### src/rtl/dmem_timeout_cnt.sv
// Request-to-data_ok watchdog: counts busy cycles, hit fires combinationally on the last allowed cycle.
// Flag is sticky until rst; no backpressure, purely observes the bridge state.
module dmem_timeout_cnt #(
    parameter int unsigned TIMEOUT_CYCLES = 255
) (
    input  logic clk,
    input  logic rst,
    input  logic start,
    input  logic busy,
    output logic hit,
    output logic flag
);

    localparam int unsigned CW = ($clog2(TIMEOUT_CYCLES + 1) < 8) ? 8 : $clog2(TIMEOUT_CYCLES + 1);

    logic [CW-1:0] cnt;

    assign hit = busy && (cnt == CW'(TIMEOUT_CYCLES - 1));

    always_ff @(posedge clk) begin
        if (rst) begin
            cnt  <= '0;
            flag <= 1'b0;
        end else begin
            if (start)
                cnt <= '0;
            else if (busy && !hit)
                cnt <= cnt + 1'b1;
            if (hit)
                flag <= 1'b1;
        end
    end

endmodule

### config.mk
export PLATFORM = sky130hd
export DESIGN_NAME = dmem_timeout_cnt
export DESIGN_NICKNAME = d
export VERILOG_FILES = /design/src/rtl/dmem_timeout_cnt.sv
export SDC_FILE = /design/constraint.sdc
export NUM_CORES = 1
export LEC_CHECK = 0
export BUFFER_PORTS_ARGS = -buffer_cell sky130_fd_sc_hd__clkbuf_2
export CAP_MARGIN = 0
export CORE_AREA = 2 2 39 41
export DETAILED_ROUTE_END_ITERATION = 10
export DIE_AREA = 0 0 41 43
export HOLD_SLACK_MARGIN = 0.06
export SYNTH_ARGS = -nofsm -noshare
export SYNTH_HDL_FRONTEND = slang
export SYNTH_SLANG_ARGS = --single-unit
### constraint.sdc
create_clock -name clk -period 1.4 [get_ports clk]
set_input_delay 0.14 -clock clk [delete_from_list [all_inputs] [get_ports clk]]
set_output_delay 0.14 -clock clk [all_outputs]
set_load 0.02 [all_outputs]
# Word-level counts from Yosys, hierarchy flattened

Index checks and enable logic that the tools add are counted.

Flip-flop bits (word level): 9
Bits of input ports: 4

Add/sub/neg operators: 1
Equal/unequal tests: 1
Reductions and logical operators: 4

Operator list:

| kind                                         | number |
|---|---|
| adder 8 x 1 -> 8 bit (second input constant) | 1 |
| == test 8 bit (second input constant)        | 1 |
| logical AND 1 bit                            | 2 |
| OR reduction 2 bit                           | 1 |
| logical NOT 1 bit                            | 1 |

# Logic depth before layout (Yosys ltp)

Gate-level depths: netlist of the first run.

Word-level depth: 4
Gate-level depth with buffers: 5
Mapped depth without buffers: 5

# Worst setup path before layout of the first run

No wires, ideal clock.

Path kind: register to register
Start: register cnt[0]
End: register flag
Arrival: 1193 ps
Data required time: 1342 ps
Path slack: 149 ps
Stages on the path, launching flop included: 6
Cell sequence: dfxtp_1 inv_1 ha_1 nand2_1 nor3_2 o21ba_2

Cells in the longest elaborated chain, start to end: 2

RTL lines:

| element                | line | RTL |
|---|---|---|
| start, declared        | 16   | `logic [CW-1:0] cnt;` |
| start signal, assigned | 28   | `cnt <= cnt + 1'b1;` |
| == test 8 bit          | 18   | `assign hit = busy && (cnt == CW'(TIMEOUT_CYCLES - 1));` |
| logical AND 1 bit      | 18   |  |
| net hit                | 10   | `output logic hit,` |
| end signal, assigned   | 23   | `flag <= 1'b0;` |
| end signal, assigned   | 30   | `flag <= 1'b1;` |
| end, declared          | 11   | `output logic flag` |

The timed path passes the listed nets, and every way through them passes these cells.
A chain may end at the register's enable or synchronous reset.

# Worst setup path in the final report of the first run

Start: register cnt[0]
End: output port hit

Cells in the longest elaborated chain, start to end: 2

RTL lines:

| element           | line |
|---|---|
| == test 8 bit     | 18 |
| logical AND 1 bit | 18 |
| end, declared     | 10 |

No other way between the ends.

==> metrics.txt, run 1 <==
final max-slew violation count 0; hold_sp rst; Syn Nets 60; Worst R2R Start cnt[0]$_SDFFE_PP0P_; Layout area overhead 28.42%; DR WL/cell roughly 12 um; first-pass GRT wire length roughly 1600 um; Hold Crit Class primary input to flip-flop; largest fanout on the critical path 6; Max-Slew Margin vs Limit about 84%; Mapped Cells 54; final clock skew about 0.0057 ns; vias in the first global route around 400; P_leak approximately 0.23 nW; CTS tree built; # diodes 0; port bufs 5; GP Congestion about 0.8; Synth Area in Adders 5.362%; IO Pins 6; Remaining DRCs 0; antenna viol nets, final 0; RSZ-0062 raised after global routing true; crit path launch cnt[0]$_SDFFE_PP0P_; clk slew on worst S/H paths around 0.060 ns; minimum clock period 1.412 ns; share of flip-flops with an asynchronous set or reset 0%; outcome finished, violations left; max frequency between 0.7 and 0.8 GHz; clock sinks 9; initial antenna violation count 0; detailed placer's ending HPWL approximately 710 um; largest family of logic cells by synthesized area simple AND/OR/NAND/NOR gates; CTS max path bufs 2; max cap viols 0; share of layout cells above drive strength 1 41.79%; width of the die around 41 um; hold buffer count at cts 0; Max H-tree Level 1; Tot GR Track Use 13.81%; Die ar. between 1500 and 2000 um2; sequential element share of the synthesized area about two fifths; clk_lat worst skew approximately 0.27 ns; failing checks setup timing; number of synthesized flops with an enable pin 0; Worst-Margin Slew 0.2452 ns; via count around 480; setup ws final -0.01235 ns; Core Region approximately 1400 um2; largest net degree at the start of global routing 8; row count 14; Pre-Repair DR Iteration Count 5; Total Wirelength between 1000 and 1500 um; Root Buffer clkbuf_4; Post-Synth XOR/XNOR Area 0%; Pwr Density 834.1 nW/um2; ys flop type dfxtp_1; CP Data Arrival Time 1.27 ns; Via density around 5.8; CTS Buf Count 3; proportion of synthesized area in mux cells ~2.1%; crit share post-route 100.9%; placed instance area just over 500 um2; Startpoint Class flip-flop; WS Path Type flip-flop to output pin; VDD IR-drop max 368.5 uV; Die Y around 43 um; Synth Warn # 0; final count of hold timing violations 0; Overflow after GRT 0; Setup crit end kind output pin; initial core utilization 33.73%; Netlist Area Pre-Place roughly 470 um2; dpl ws roughly 0.13 ns; Synth Area in Simple Gates approximately 30%; post-route design area between 500 and 600 um2; Starting DRT DRC Count 8; count of state elements after synthesis 9; Mean Syn Cell Area a little under 9 um2; Final Net Count 74; CP Data Required Time ~1.3 ns; Min Hold Slack ~0.15 ns; final setup fails 1; Compound-Gate Fraction of Synth Area 19.30%; Yosys cell types 25
[report_power, final]
part	total [W]	switching, W	internal (W)
Clock	0.000211	0.000100	0.000110
Combinational	0.0000307	0.0000166	0.0000141
Sequential	0.000259	0.00000431	0.000254
Total	0.000500	0.000121	0.000379
[registers in the layout, indices dropped and copies added (netlist names)]
name  cells
flag      1
cnt       8
[through the flow]
step	power [W]	setup TNS [ns]	util (%)	instances
2_1_floorplan	0.0002831	0	-	54
3_3_place_gp	0.0002935	0	36.98	75
3_5_place_dp	0.0002941	0	36.98	75
4_1_cts	0.0005012	-0.03160	41.50	82
5_1_grt	0.0005149	-0.06502	43.31	83
6_report	0.0004999	-0.01235	43.31	83
[worst paths after layout]
path                              end  slack [ns]  cells past startpoint
setup reg to reg  cnt[0]$_SDFFE_PP0P_        0.10                      6
setup / recovery                  hit       -0.01                      5
hold reg to reg     flag$_SDFFE_PP0P_        0.50                      1
hold / removal      flag$_SDFFE_PP0P_        0.15                      2
[worst max-delay path, stage by stage (launching register included)]
cell and delay (ns):
dfxtp_4 0.36, inv_2 0.08, ha_4 0.14, nand2_2 0.06, nor3_2 0.19, buf_4 0.17
[cell type report]
type                       instances  area (um2)
tap                               16       20.02
clock buffer                       4       26.28
sequential                         9       193.9
inverter                           3       11.26
multi-input combinational         41       282.8
timing repair buffer              10       65.06
fill                             140       784.5
[cells in the mapped netlist (2+ instances only)]
master   number  share of area (%)
dfxtp_1       9                 39
nor2_1        2                1.6
ha_1          2                5.4
o21ai_0       3                3.2
inv_1         3                2.4
a31oi_1       3                4.0
and3_2        3                4.8
nand2_1       7                5.6
a21oi_1       3                3.2
nor3b_1       2                3.2
nand4_1       3                4.0
[timing repair]
item / in CTS / in global routing
cloned: 0 / 0
pin swaps: 2 / 2
endpoints found under the hold margin: 0 / 0
endpoints found under the setup margin: 1 / 1
resized for setup: 8 / 6
buffers inserted: 3 / 1
[cell families (layout without fill, tap and decap cells)]
logic type	Yosys count	in the layout
buffers and inverters	4	17
multiplexers	1	1
AO/OA/AOI/OAI	14	14
adder cells (fa/ha/maj)	2	2
flip-flops	9	9
AND/OR/NAND/NOR	24	24
[layout by cell type, fill, tap and decap left out, types with 2 or more instances in the layout]
cell type	Yosys	routed
a21oi_1	3	3
a31oi_1	3	3
and3_2	3	3
buf_4	1	6
clkbuf_2	0	4
clkbuf_4	0	3
dfxtp_1	9	4
dfxtp_2	0	2
dfxtp_4	0	3
inv_1	3	2
nand2_1	7	6
nand4_1	3	3
nor2_1	2	2
nor3b_1	2	2
o21ai_0	3	3
[routing by layer]
layer	vias up	GRT usage, %	share of wire, %
li1	228	-	-
met1	224	16.94	44
met2	20	20.00	46
met3	9	3.141	4.9
met4	0	10.00	5.1
met5	-	0	0
No activity file was read; power rests on OpenSTA's default activity.
==> run 2: changes to the inputs <==
CORE_AREA = 3 3 40 42   (was 2 2 39 41)
DIE_AREA = 0 0 43 45   (was 0 0 41 43)
==> run 2 against run 1 <==
Effect of this change:
- the flow now finishes without violations
- setup slack improved by 0.031 ns
- register-to-register slack got worse by 0.05 ns
- first-iteration DRC count rose by 38%
- wire length rose by 6.2%
- core utilization rose by 7.6 points
- sequential share of layout area fell by 3.7 points
- count of clock-buffer cells in the layout did not move
- via count fell by 1.2%
- power rose by 0.60%
- global-route usage fell by 1.6 points
- combinational power rose by 20%
- highest routed layer unchanged
==> metrics.txt, run 2 (same netlist as run 1, synthesis figures left out) <==
outcome finished, final reports clean (was finished, violations left); most common cell after layout, fill and taps aside buf_4; fin util 50.93% (was 43.31%); CTS tree built (unchanged); net switching power 0.0001161 W (was 0.0001212 W); detailed placer's ending HPWL 724 um (was 707.2 um); crit share post-route 98.68% (was 100.9%); final clock skew 0.001452 ns (was 0.005746 ns); CTS Buf Count 3 (unchanged); first-pass GRT wire length 1697 um (was 1628 um); register bank with the most flops cnt (unchanged); Net Sw Frac 23.10% (was 24.24%); Comb power frac 7.3% (was 6.1%); DR WL/cell 12.36 um (was 12.48 um); critical path buffer and inverter count 1 (was 2); Layout area overhead 40.21% (was 28.42%); Overflow after GRT 0 (unchanged); Setup crit end kind output pin (unchanged); global route hottest layer met2 (unchanged); vias in the first global route 424 (was 411); met3 usage 3.586% (was 3.141%); hold buffer count at cts 0 (unchanged); grt met2 use 20.36% (was 20.00%); Non-Filler Instances 89 (was 83); placed instance count 76 (was 75); Core Region 1285 um2 (was 1384 um2); max reg flops 8 (unchanged); crit-path leading delay family simple AND/OR/NAND/NOR gates (was flip-flops); Max H-tree Level 1 (unchanged); final setup fails 0 (was 1); clk_lat worst skew 0.26 ns (was 0.27 ns); Clk pwr share 40.7% (was 42.1%); max cap viols 0 (unchanged); row count 13 (was 14); VDD IR-drop max 321.5 uV (was 368.5 uV); final count of hold timing violations 0 (unchanged); Flop pwr share 51.9% (was 51.7%); Hold Crit Class primary input to flip-flop (unchanged); CP Data Arrival Time 1.24 ns (was 1.27 ns); via count 475 (was 481); final max-slew violation count 0 (unchanged); share of layout cells above drive strength 1 51.35% (was 41.79%); CTS max path bufs 2 (unchanged); WS Path Type flip-flop to output pin (unchanged); Pre-Repair DR Iteration Count 4 (was 5); Tot GR Track Use 12.20% (was 13.81%); Max-Slew Margin vs Limit 82.63% (was 83.50%); initial core utilization 36.32% (was 33.73%); width of the die 43 um (was 41 um); dpl ws 0.1237 ns (was 0.1324 ns); IO Pins 6 (unchanged); GP Congestion 0.7914 (was 0.7842); clk slew on worst S/H paths 0.06 ns (about the same); Cell Chain, Critical Path nand4_1, nor3_4, buf_6 (was inv_2, ha_4, nand2_2, nor3_2, buf_4); Final Net Count 81 (was 74); largest net degree at the start of global routing 8 (unchanged); P_int 0.0003867 W (was 0.0003787 W); max frequency 0.7238 GHz (was 0.7080 GHz); Top Registers cnt (8), flag (1) (unchanged); Worst-Margin Slew 0.2598 ns (was 0.2452 ns); initial antenna violation count 0 (unchanged); Die Y 45 um (was 43 um); antenna viol nets, final 0 (unchanged); Root Buffer clkbuf_4 (unchanged); Total Wirelength 1100 um (was 1036 um); setup ws final 0.01849 ns (was -0.01235 ns); Pwr Density 768.5 nW/um2 (was 834.1 nW/um2); Startpoint Class flip-flop (unchanged); Remaining DRCs 0 (unchanged); Via density 5.337 (was 5.795); CP Data Required Time 1.26 ns (about the same); GR Util met1 13.14% (was 16.94%); port bufs 5 (unchanged); RSZ-0062 raised after global routing true (unchanged); minimum clock period 1.382 ns (was 1.412 ns); clock sinks 9 (unchanged); Crit path largest cell delay 0.32 ns (was 0.36 ns); P_leak 0.2799 nW (was 0.2277 nW); Starting DRT DRC Count 11 (was 8); # diodes 0 (unchanged); largest fanout on the critical path 4 (was 6); Die ar. 1935 um2 (was 1763 um2); most frequent cells in the layout 12 x buf_4, 6 x nand2_1, 6 x dfxtp_2 (was 6 x nand2_1, 6 x buf_4, 4 x dfxtp_1, 4 x clkbuf_2); CP max-delay cell dfxtp_2 (was dfxtp_4)
run 2: worst register-to-register path, cell delays in order, from the launching register on:
cell	delay, ns
dfxtp_2	0.32
inv_2	0.05
ha_2	0.18
buf_4	0.10
buf_4	0.10
and3_2	0.20
nand2_1	0.07
a311oi_2	0.24
run 2: per-stage QoR:
stage	hold slack [ns]	cell area, um2	total power (W)	setup TNS [ns]
floorplan	0.3188	466.7	0.0002831	0
finish	0.1528	654.4	0.0005029	0
detailed placement	0.4315	525.5	0.0002952	0
CTS	0.1534	600.6	0.0005052	0
global placement	0.4311	525.5	0.0002952	0
global route	0.1538	654.4	0.0005263	-0.08955
run 2: area by class of cell:
| cell class | instances | area, um2 |
|---|---|---|
| tap | 15 | 18.77 |
| timing repair buffer | 17 | 121.4 |
| multi-input combinational | 41 | 289.0 |
| sequential | 9 | 187.7 |
| fill | 117 | 630.6 |
| inverter | 3 | 11.26 |
| clock buffer | 4 | 26.28 |
run 2: worst paths after layout:
path | cells past startpoint | to | slack (ns) | start
max reg2reg | 7 | cnt[4]$_SDFFE_PP0P_ | 0.05 | cnt[0]$_SDFFE_PP0P_
max | 3 | hit | 0.02 | cnt[5]$_SDFFE_PP0P_
min | 2 | flag$_SDFFE_PP0P_ | 0.15 | rst
min reg2reg | 1 | flag$_SDFFE_PP0P_ | 0.50 | flag$_SDFFE_PP0P_
run 2: power groups by stage:
stage | registers (W) | logic (W) | clock network (W)
after floorplan | 0.000267 | 0.0000159 | 0
final | 0.000261 | 0.0000369 | 0.000205
after global routing | 0.000261 | 0.0000412 | 0.000224
after CTS | 0.000261 | 0.0000329 | 0.000212
after detailed placement | 0.000267 | 0.0000279 | 0
after global placement | 0.000267 | 0.0000279 | 0
run 2: timing repair:
item                       4_1_cts  5_1_grt
pin swaps                        2        2
cloned                           0        0
buffers inserted                 5        4
gates resized for setup          7        8
setup endpoints to repair        1        1
run 2: metal layers:
metal	vias up	part of all wire (%)
li1	242	-
met1	211	44
met2	17	49
met3	5	4.5
met4	0	2.5
met5	-	0
==> run 3: changes to the inputs <==
CTS_BUF_LIST = sky130_fd_sc_hd__clkbuf_4 sky130_fd_sc_hd__clkbuf_8   (was not set)
==> run 3 against run 2 <==
Effect of this change:
- cell area rose by 0.57%
- critical path type unchanged
- core utilization rose by 0.29 points
- sequential cell count did not move
- first-iteration DRC count fell by 27%
- hold slack barely moved
- clock skew rose by 0.00078 ns
- setup slack got worse by 0.0017 ns
==> metrics.txt, run 3 (same netlist as run 1, synthesis figures left out) <==
setup_tns 0 ns (unchanged); first-pass GRT wire length 1697 um (unchanged); vias in the first global route 424 (unchanged); Die ar. 1935 um2 (unchanged); crit share post-route 98.80% (was 98.68%); clock sinks 9 (unchanged); Crit path largest cell delay 0.33 ns (was 0.32 ns); CP max-delay cell dfxtp_2 (unchanged); CTS max path bufs 2 (unchanged); Hold Crit Class primary input to flip-flop (unchanged); clk_lat worst skew 0.26 ns (about the same); Cell Chain, Critical Path nand4_1, nor3_4, buf_6 (unchanged); width of the die 43 um (unchanged); share of layout cells above drive strength 1 52.70% (was 51.35%); Final Net Count 81 (unchanged); P_int 0.0004061 W (was 0.0003867 W); Max H-tree Level 1 (unchanged); Comb power frac 7.1% (was 7.3%); placed instance count 76 (unchanged); Setup crit end kind output pin (unchanged); RSZ-0062 raised after global routing true (unchanged); placed instance area 525.5 um2 (unchanged); Pre-Repair DR Iteration Count 4 (unchanged); clk slew on worst S/H paths 0.06 ns (about the same); antenna viol nets, final 0 (unchanged); Max-Slew Margin vs Limit 82.56% (was 82.63%); Via density 5.393 (was 5.337); # diodes 0 (unchanged); Startpoint Class flip-flop (unchanged); max reg flops 8 (unchanged); most frequent cells in the layout 12 x buf_4, 6 x nand2_1, 6 x dfxtp_2 (unchanged); Die Y 45 um (unchanged); Pwr Density 793.3 nW/um2 (was 768.5 nW/um2); final count of hold timing violations 0 (unchanged); detailed placer's ending HPWL 724 um (unchanged); fin util 51.22% (was 50.93%); Worst-Margin Slew 0.2608 ns (was 0.2598 ns); CP Data Required Time 1.26 ns (about the same); Total Wirelength 1110 um (was 1100 um); port bufs 5 (unchanged); final setup fails 0 (unchanged); Clk pwr share 42.9% (was 40.7%); row count 13 (unchanged); VDD IR-drop max 402.6 uV (was 321.5 uV); Non-Filler Instances 89 (unchanged); Core Region 1285 um2 (unchanged); max frequency 0.7229 GHz (was 0.7238 GHz); Remaining DRCs 0 (unchanged); final clock skew 0.002235 ns (was 0.001452 ns); largest fanout on the critical path 4 (unchanged); CTS tree built (unchanged); Layout area overhead 41.02% (was 40.21%); Root Buffer clkbuf_4 (unchanged); final max-slew violation count 0 (unchanged); outcome finished, final reports clean (unchanged); Overflow after GRT 0 (unchanged); largest net degree at the start of global routing 8 (unchanged); Starting DRT DRC Count 8 (was 11); DR WL/cell 12.47 um (was 12.36 um); initial core utilization 36.32% (unchanged); minimum clock period 1.383 ns (was 1.382 ns); IO Pins 6 (unchanged); GP Congestion 0.7914 (unchanged); crit-path leading delay family simple AND/OR/NAND/NOR gates (unchanged); CP Data Arrival Time 1.24 ns (about the same); WS Path Type flip-flop to output pin (unchanged); Tot GR Track Use 12.20% (unchanged); post-route design area 658.1 um2 (was 654.4 um2); initial antenna violation count 0 (unchanged); most common cell after layout, fill and taps aside buf_4 (unchanged); CTS Buf Count 3 (unchanged); Flop pwr share 50.0% (was 51.9%); critical path buffer and inverter count 1 (unchanged); Net Sw Frac 22.22% (was 23.10%); via count 480 (was 475); max cap viols 0 (unchanged); register bank with the most flops cnt (unchanged); Top Registers cnt (8), flag (1) (unchanged); P_leak 0.2833 nW (was 0.2799 nW); net switching power 0.0001160 W (was 0.0001161 W)
[run 3: cell counts in the layout (fill, tap and decap cells not counted)]
Identical to the previous run, type by type.
[run 3: final timing paths]
| path | startpoint | to | slack (ns) | cells after the start |
|---|---|---|---|---|
| worst min-delay path | rst | flag$_SDFFE_PP0P_ | 0.15 | 2 |
| worst max register to register | cnt[0]$_SDFFE_PP0P_ | cnt[1]$_SDFFE_PP0P_ | 0.05 | 7 |
| worst max-delay path | cnt[4]$_SDFFE_PP0P_ | hit | 0.02 | 3 |
| worst min register to register | flag$_SDFFE_PP0P_ | flag$_SDFFE_PP0P_ | 0.50 | 1 |
[run 3: stage by stage]
| step | hold WS (ns) | power [W] | setup WS [ns] |
|---|---|---|---|
| floorplan | 0.3188 | 0.0002831 | 0.1494 |
| finish | 0.1531 | 0.0005221 | 0.01676 |
| CTS | 0.1535 | 0.0005246 | 0.006543 |
| global placement | 0.4311 | 0.0002952 | 0.1712 |
| global route | 0.1539 | 0.0005455 | -0.06225 |
| detailed placement | 0.4315 | 0.0002952 | 0.1237 |
[run 3: power by group through the flow]
stage / clock network, W / logic [W] / registers, W
3_3_place_gp: 0 / 0.0000279 / 0.000267
4_1_cts: 0.000231 / 0.0000329 / 0.000261
2_1_floorplan: 0 / 0.0000159 / 0.000267
3_5_place_dp: 0 / 0.0000279 / 0.000267
6_report: 0.000224 / 0.0000368 / 0.000261
5_1_grt: 0.000243 / 0.0000411 / 0.000261
[run 3: final cells by class]
class,instances,area [um2]
fill,118,626.9
multi-input combinational,41,289.0
sequential,9,187.7
timing repair buffer,17,121.4
clock buffer,4,30.03
tap,15,18.77
inverter,3,11.26
[run 3: timing repair]
item / 4_1_cts / 5_1_grt
pin swaps: 2 / 2
hold buffers: 0 / 0
endpoints found under the setup margin: 1 / 1
setup buffers: 5 / 4
resized for setup: 7 / 8
gates cloned: 0 / 0
[run 3: layer usage]
layer	global-route usage [%]	wire, um
met5	0	0
met4	9.036	34
met3	3.586	56
met2	20.36	528
met1	13.14	491
